### src/rtl/rr_encoder_arbiter.sv
// Four-requester round-robin arbiter with a registered one-hot grant, an encoded index and a valid flag.
// Optional forced release after MAX_HOLD cycles of holding is enabled by defining ARB_HOLD_TIMEOUT_EN.
module rr_encoder_arbiter #(
   parameter int N_REQ = 4
`ifdef ARB_HOLD_TIMEOUT_EN
   ,
   parameter int MAX_HOLD = 8
`endif
) (
   input  logic             clk,
   input  logic             rst_n,
   input  logic [N_REQ-1:0] req,
   input  logic             done,
   output logic [N_REQ-1:0] gnt,
   output logic [1:0]       gnt_idx,
   output logic             gnt_valid,
   output logic             timeout
);

   typedef enum logic {IDLE = 1'b0, GRANT = 1'b1} state_t;

   state_t           state_r, state_nxt_s;
   logic [N_REQ-1:0] gnt_r, gnt_nxt_s;
   logic [1:0]       idx_r, idx_nxt_s;
   logic             valid_r, valid_nxt_s;
   logic [1:0]       last_r, last_nxt_s;
   logic [2:0]       pick_s;
   logic             release_s, force_s, new_grant_s, grant_s, idle_s;

   // The scan begins one place after the last winner, so the previous owner ranks lowest.
   // Bit 2 of the result is the found flag. Bits 1:0 are the winning index.
   function automatic logic [2:0] rr_pick(input logic [N_REQ-1:0] r, input logic [1:0] last);
      logic [1:0] cand;
      logic [2:0] res;
      res = 3'b000;
      for (int k = 3; k >= 0; k--) begin
         cand = last + 2'(k) + 2'd1;
         if (r[cand]) begin
            res = {1'b1, cand};
         end else begin
            res = res;
         end
      end
      return res;
   endfunction

`ifdef ARB_HOLD_TIMEOUT_EN
   localparam int HOLD_W = $clog2(MAX_HOLD + 1);
   logic [HOLD_W-1:0] hold_cnt_r;
   logic              timeout_r;

   // Forced release only fires when no other release reason is present.
   always_comb begin
      force_s = (hold_cnt_r == HOLD_W'(MAX_HOLD - 1)) && !done && req[idx_r];
   end

   // Hold counter: cleared on every new grant, increments while granted, saturates at MAX_HOLD.
   always_ff @(posedge clk or negedge rst_n) begin
      if (!rst_n) begin
         hold_cnt_r <= '0;
         timeout_r  <= 1'b0;
      end else begin
         timeout_r <= (state_r == GRANT) && force_s;
         if (new_grant_s) begin
            hold_cnt_r <= '0;
         end else if ((state_r == GRANT) && (hold_cnt_r != HOLD_W'(MAX_HOLD))) begin
            hold_cnt_r <= hold_cnt_r + HOLD_W'(1);
         end else begin
            hold_cnt_r <= hold_cnt_r;
         end
      end
   end

   assign timeout = timeout_r;
`else
   // Without the timeout feature there is no forced release.
   always_comb begin
      force_s = 1'b0;
   end

   assign timeout = 1'b0;
`endif

   // Next-state and next-grant logic. On release, the arbiter re-arbitrates in the same edge.
   always_comb begin
      pick_s      = rr_pick(req, last_r);
      release_s   = done || !req[idx_r] || force_s;
      grant_s     = 1'b0;
      idle_s      = 1'b0;
      new_grant_s = 1'b0;
      state_nxt_s = state_r;
      gnt_nxt_s   = gnt_r;
      idx_nxt_s   = idx_r;
      valid_nxt_s = valid_r;
      last_nxt_s  = last_r;
      case (state_r)
         IDLE: begin
            if (pick_s[2]) begin
               grant_s = 1'b1;
            end else begin
               idle_s = 1'b1;
            end
         end
         GRANT: begin
            if (release_s && pick_s[2]) begin
               grant_s = 1'b1;
            end else if (release_s) begin
               idle_s = 1'b1;
            end else begin
               grant_s = 1'b0;
            end
         end
         default: begin
            idle_s = 1'b1;
         end
      endcase
      if (grant_s) begin
         new_grant_s = 1'b1;
         state_nxt_s = GRANT;
         gnt_nxt_s   = N_REQ'(4'b0001 << pick_s[1:0]);
         idx_nxt_s   = pick_s[1:0];
         valid_nxt_s = 1'b1;
         last_nxt_s  = pick_s[1:0];
      end else if (idle_s) begin
         state_nxt_s = IDLE;
         gnt_nxt_s   = '0;
         idx_nxt_s   = 2'b00;
         valid_nxt_s = 1'b0;
      end else begin
         state_nxt_s = state_r;
      end
   end

   // State and output registers. After reset, req[0] has the highest priority.
   always_ff @(posedge clk or negedge rst_n) begin
      if (!rst_n) begin
         state_r <= IDLE;
         gnt_r   <= '0;
         idx_r   <= 2'b00;
         valid_r <= 1'b0;
         last_r  <= 2'd3;
      end else begin
         state_r <= state_nxt_s;
         gnt_r   <= gnt_nxt_s;
         idx_r   <= idx_nxt_s;
         valid_r <= valid_nxt_s;
         last_r  <= last_nxt_s;
      end
   end

   assign gnt       = gnt_r;
   assign gnt_idx   = idx_r;
   assign gnt_valid = valid_r;

endmodule
### config.mk
export PLATFORM = sky130hd
export DESIGN_NAME = rr_encoder_arbiter
export DESIGN_NICKNAME = d
export VERILOG_FILES = /design/src/rtl/rr_encoder_arbiter.sv
export SDC_FILE = /design/constraint.sdc
export NUM_CORES = 1
export LEC_CHECK = 0
export CAP_MARGIN = 40
export CORE_AREA = 3 3 40 42
export CTS_BUF_LIST = sky130_fd_sc_hd__clkbuf_4
export CTS_CLUSTER_SIZE = 40
export DETAILED_ROUTE_END_ITERATION = 16
export DIE_AREA = 0 0 43 45
export PLACE_DENSITY_LB_ADDON = 0.05
export SETUP_SLACK_MARGIN = 0.15
export SLEW_MARGIN = 20
export SYNTH_ARGS = -nofsm -noshare
export SYNTH_HDL_FRONTEND = slang
export SYNTH_SLANG_ARGS = --single-unit
### constraint.sdc
create_clock -name clk -period 1.56 [get_ports clk]
set_input_delay 0.312 -clock clk [delete_from_list [all_inputs] [get_ports clk]]
set_output_delay 0.312 -clock clk [all_outputs]
set_load 0.1 [all_outputs]
# After elaboration in Yosys (flattened, before gate mapping)
# Index checks and enable logic that the tools add are counted.
[word_totals]
regBits = 9
input_bits = 7
out_inout_bits = 8
elab_cells = 48
[classes]
n_addsub = 6
n_lt_le_gt_ge = 5
shift = 1
muxes = 27
bitwise_logic = 1
n_reduce_logical = 4
[ops]
columns = ["operator", "count"]
rows = [
  ["< comparator 2 x 3 -> 1 bit (second input constant)", 5],
  ["two-way mux 1 bit", 12],
  ["two-way mux 3 bit", 4],
  ["binary-select mux 1 bit (select 2 bit)", 5],
  ["adder 2 x 1 -> 2 bit (second input constant)", 4],
  ["two-way mux 4 bit", 2],
  ["adder 2 bit (second input constant)", 2],
  ["two-way mux 2 bit", 2],
  ["case mux 1 bit (2 select lines)", 2],
  ["<< shifter 1 x 2 -> 4 bit (first input constant)", 1],
  ["nonzero test 2 bit", 1],
  ["logical AND 1 bit", 1],
  ["logical NOT 1 bit", 1],
  ["logical OR 1 bit", 1],
  ["inverter 1 bit", 1],
]

# Longest topological paths before layout
[logic_depth]
word_depth = 13
ltp_mapped = 5
depth_no_buf = 4

# Least setup slack after synthesis
# OpenSTA, ideal clock, no wires.
[synth_timing]
path_kind = "register -> register"
start = "register, netlist name gnt_valid"
end = "register gnt_r[2], in the netlist gnt[2]"
setup_time_ns = 0.121
arrival_time_ns = 1.836
required_ns = 1.439
slack_ns = -0.397
path_stages_with_launch = 5
period_less_slack_ns = 1.957
path_cell_list = "dfrtp_1 > or3b_4 > o2bb2ai_4 > nor2_1 > a22o_2"
[synth_rtl]
columns = ["item", "line", "rtl"]
rows = [
  ["to (signal assigned)", "144", "gnt_r <= gnt_nxt_s;"],
  ["to (decl)", "23", "logic [N_REQ-1:0] gnt_r, gnt_nxt_s;"],
]

# Worst setup path after layout
[layout_timing]
start = "register idx_r[1], in the netlist gnt_idx[1]"
end = "register gnt_r[2], in the netlist gnt[2]"
[layout_via]
elab_chain_len = 8
[layout_lines]
columns = ["item", "line", "rtl"]
rows = [
  ["from (decl)", "24", "logic [1:0] idx_r, idx_nxt_s;"],
  ["from (signal assigned)", "145", "idx_r <= idx_nxt_s;"],
  ["binary-select mux 1 bit (select 2 bit) *", "87", "release_s = done || !req[idx_r] || force_s;"],
  ["two-way mux 1 bit (implied by the code) *", "87", ""],
  ["logical NOT 1 bit *", "87", ""],
  ["logical OR 1 bit *", "87", ""],
  ["two-way mux 1 bit or logical AND 1 bit (tied branches)", "107, 105", ""],
  ["two-way mux 1 bit", "105", "if (release_s && pick_s[2]) begin"],
  ["case mux 1 bit (2 select lines)", "96", "case (state_r)"],
  ["nonzero test 2 bit (no source line) or two-way mux 4 bit (tied branches)", "n/a", ""],
]
# Mark *: on every way between the ends. The rest lies on a longest branch, timed or not. The select of a mux whose other input is x is not followed.
# A chain may end at the register's enable or synchronous reset.

==> results.sh <==
export IMPL_criticalPathCategory="flop to flop"
export IMPL_power_mw=2.20
export IMPL_grt_max_degree=10
export IMPL_drive_gt1_share_pct=53.5
export IMPL_drtIter0Drc=7
export IMPL_drc_errors=0
export IMPL_syn_num_nets=62
export IMPL_reg2reg_from="gnt_idx[1]"
export IMPL_cts_sinks=9
export IMPL_r2r_slack_ns=0.05
export IMPL_cp_arrival_ns=1.65
export IMPL_yosysSeqAreaShare_pct=40.7
export IMPL_vias_per_cell=5.31
export IMPL_grt_pass1_vias=516
export IMPL_gp_congestion=0.729
export IMPL_yosys_most_used_dff="dfrtp_1"
export IMPL_slew_violations=0
export IMPL_clockBufferDepth=2
export IMPL_wl_per_cell_um=14.6
export IMPL_std_cell_rows=13
export IMPL_dpl_cell_area_um2=851
export IMPL_synth_warnings=0
export IMPL_n_fill_cell=84
export IMPL_grt_usage_pct=16.1
export IMPL_synthCells=55
export IMPL_path_clk_slew_ns=0.06
export IMPL_dp_hpwl_um=964
export IMPL_hold_buffers=0
export IMPL_finalWorstPathRequiredPeriod_ns=1.51
export IMPL_crit_fanout=6
export IMPL_final_net_count=94
export IMPL_syn_area_per_cell_um2=10.2
export IMPL_worst_clock_skew_ns=0.00255
export IMPL_rsz0062_at_grt="yes"
export IMPL_n_antenna_cell=0
export IMPL_htreeDepth=1
export IMPL_drt_wl_total_um=1470
export IMPL_ir_drop_uv=1810
export IMPL_vias=536
export IMPL_die_h_um=45
export IMPL_cts_root_buf="clkbuf_4"
export IMPL_cts_tree="built"
export IMPL_ys_top_cells_by_area="dfrtp_1 (31%), dfstp_2 (9.4%), o21ai_0 (6.3%)"
export IMPL_die_area_mm2=0.00194
export IMPL_reg2reg_to="gnt[2]"
export IMPL_required_ns=1.70
export IMPL_dieWidth_um=43
export IMPL_finalSetupViolCount=0
export IMPL_status="finished, final reports clean"
export IMPL_grt_pass1_wl_um=2290
export IMPL_cts_buffers_inserted=3
export IMPL_leakage_nw=0.447
export IMPL_finalHoldViolCount=0
export IMPL_synth_top_cell_by_area="dfrtp_1"
export IMPL_async_flop_share_pct=100
export IMPL_synth_top_cell_area_share_pct=31.3
export IMPL_fin_crit_sh_pct=96.5
export IMPL_start_util_pct=43.5
export IMPL_overflow=0
export IMPL_crit_path_end_kind="flop"
export IMPL_portBuffers=13
export IMPL_clk_latency_ns=0.26
export IMPL_syn_area_um2=559
export IMPL_critPathLaunchType="flop"
export IMPL_drv_cap=0
export IMPL_regArea_um2=239
export IMPL_power_density_mw_per_mm2=2240
export IMPL_ant_nets=0
export IMPL_antenna_found_initial=0
export IMPL_worstRegToRegCells=4
export IMPL_holdWs_ns=0.351
export IMPL_final_area_um2=982
export IMPL_ys_ff_latch=9
export IMPL_max_freq_mhz=664
export IMPL_synthTopCellsByCount="dfrtp_1 (7), o21ai_0 (7), nand2_1 (5)"
export IMPL_synth_cell_types=27
export IMPL_coreArea_mm2=0.00128
export IMPL_io_pins=15
export IMPL_synth_edf_count=0
export IMPL_syn_to_final_growth_pct=75.6
export IMPL_dr_pass1_iters=4
export IMPL_hold_class="input port to asynchronous set/reset pin"
export IMPL_multi_input_area_um2=348
-- report_power, final --
group / leakage (nW) / switching, mW / total [mW] / internal, mW
Combinational: 0.324 / 0.847 / 1.49 / 0.648
Clock: 0.0184 / 0.0803 / 0.196 / 0.116
Sequential: 0.104 / 0.142 / 0.511 / 0.369
-- sequential cells by signal, summed over array words and instances, names as in the netlist --
name       flops
last_r         2
gnt_valid      1
gnt_idx        2
gnt            4
-- layout by cell type (no fill, tap or decap), types with 2 or more instances in the layout --
master,netlist,routed
o22a_1,2,2
o21ai_0,7,6
dlymetal6s2s_1,0,2
dfrtp_4,0,3
nand2b_1,3,3
buf_6,1,3
dfstp_2,2,2
clkbuf_4,0,4
buf_12,0,7
inv_1,3,3
dfrtp_1,7,4
clkdlybuf4s50_1,0,3
nor2_1,3,2
buf_4,2,13
nand2_1,5,3
-- layer usage --
layer  up-vias  track usage [%]  share of wire (%)
met5         -                0                  0
met4         0             7.23               0.41
met3         2             2.79                3.9
met2         9             26.0                 50
met1       265             21.2                 45
li1        260                -                  -
-- repair_timing --
item | CTS | global route
endpoints found under the hold margin | 0 | 0
pin swaps | 1 | 3
setup buffers | 3 | 2
endpoints found under the setup margin | 7 | 8
resized for setup | 3 | 11
gates cloned | 1 | 0
-- cell families (layout without fill, tap and decap cells) --
kind of cell	Yosys count	count (layout)	synth area share, %
AO/OA/AOI/OAI	20	21	29.5
AND/OR/NAND/NOR	16	16	16.1
flip-flops	9	9	40.7
buffers and inverters	6	36	6.71
multiplexers	3	3	6.26
other	1	1	0.670
-- through the flow --
stage / TNS, ns / utilization [%] / instances / setup WS, ns
2_1_floorplan: -0.0163 / - / 55 / -0.00684
3_3_place_gp: -1.02 / 66.2 / 91 / -0.215
3_5_place_dp: -1.30 / 66.2 / 91 / -0.254
4_1_cts: 0 / 72.0 / 99 / 0.0519
5_1_grt: -0.00157 / 76.4 / 101 / -0.00157
6_report: 0 / 76.4 / 101 / 0.0549
-- worst max-delay path, cell delays in order, from the launching register on --
cell	delay (ns)
dfrtp_4	0.47
or3b_4	0.41
o2bb2ai_4	0.22
nor2_1	0.08
a22o_2	0.21
-- how the worst max path moves through the flow --
stage / start / to / slack [ns] / cells past startpoint
floorplan: gnt_idx[1] / gnt[3] / -0.007 / 5
global placement: done / gnt[2] / -0.22 / 5
detailed placement: done / gnt[2] / -0.25 / 5
CTS: gnt_idx[1] / gnt[2] / 0.05 / 4
global route: gnt_idx[1] / gnt[2] / -0.002 / 4
finish: gnt_idx[1] / gnt[2] / 0.05 / 4
-- layout make-up --
type                            instances  share of cell area [%]
Sequential cell                         9                    24.3
Timing Repair Buffer                   29                    34.1
Tap cell                               15                    1.91
Inverter                                3                    1.15
Multi-Input combinational cell         41                    35.4
Clock buffer                            4                    3.06
No activity file was read; power rests on OpenSTA's default activity.
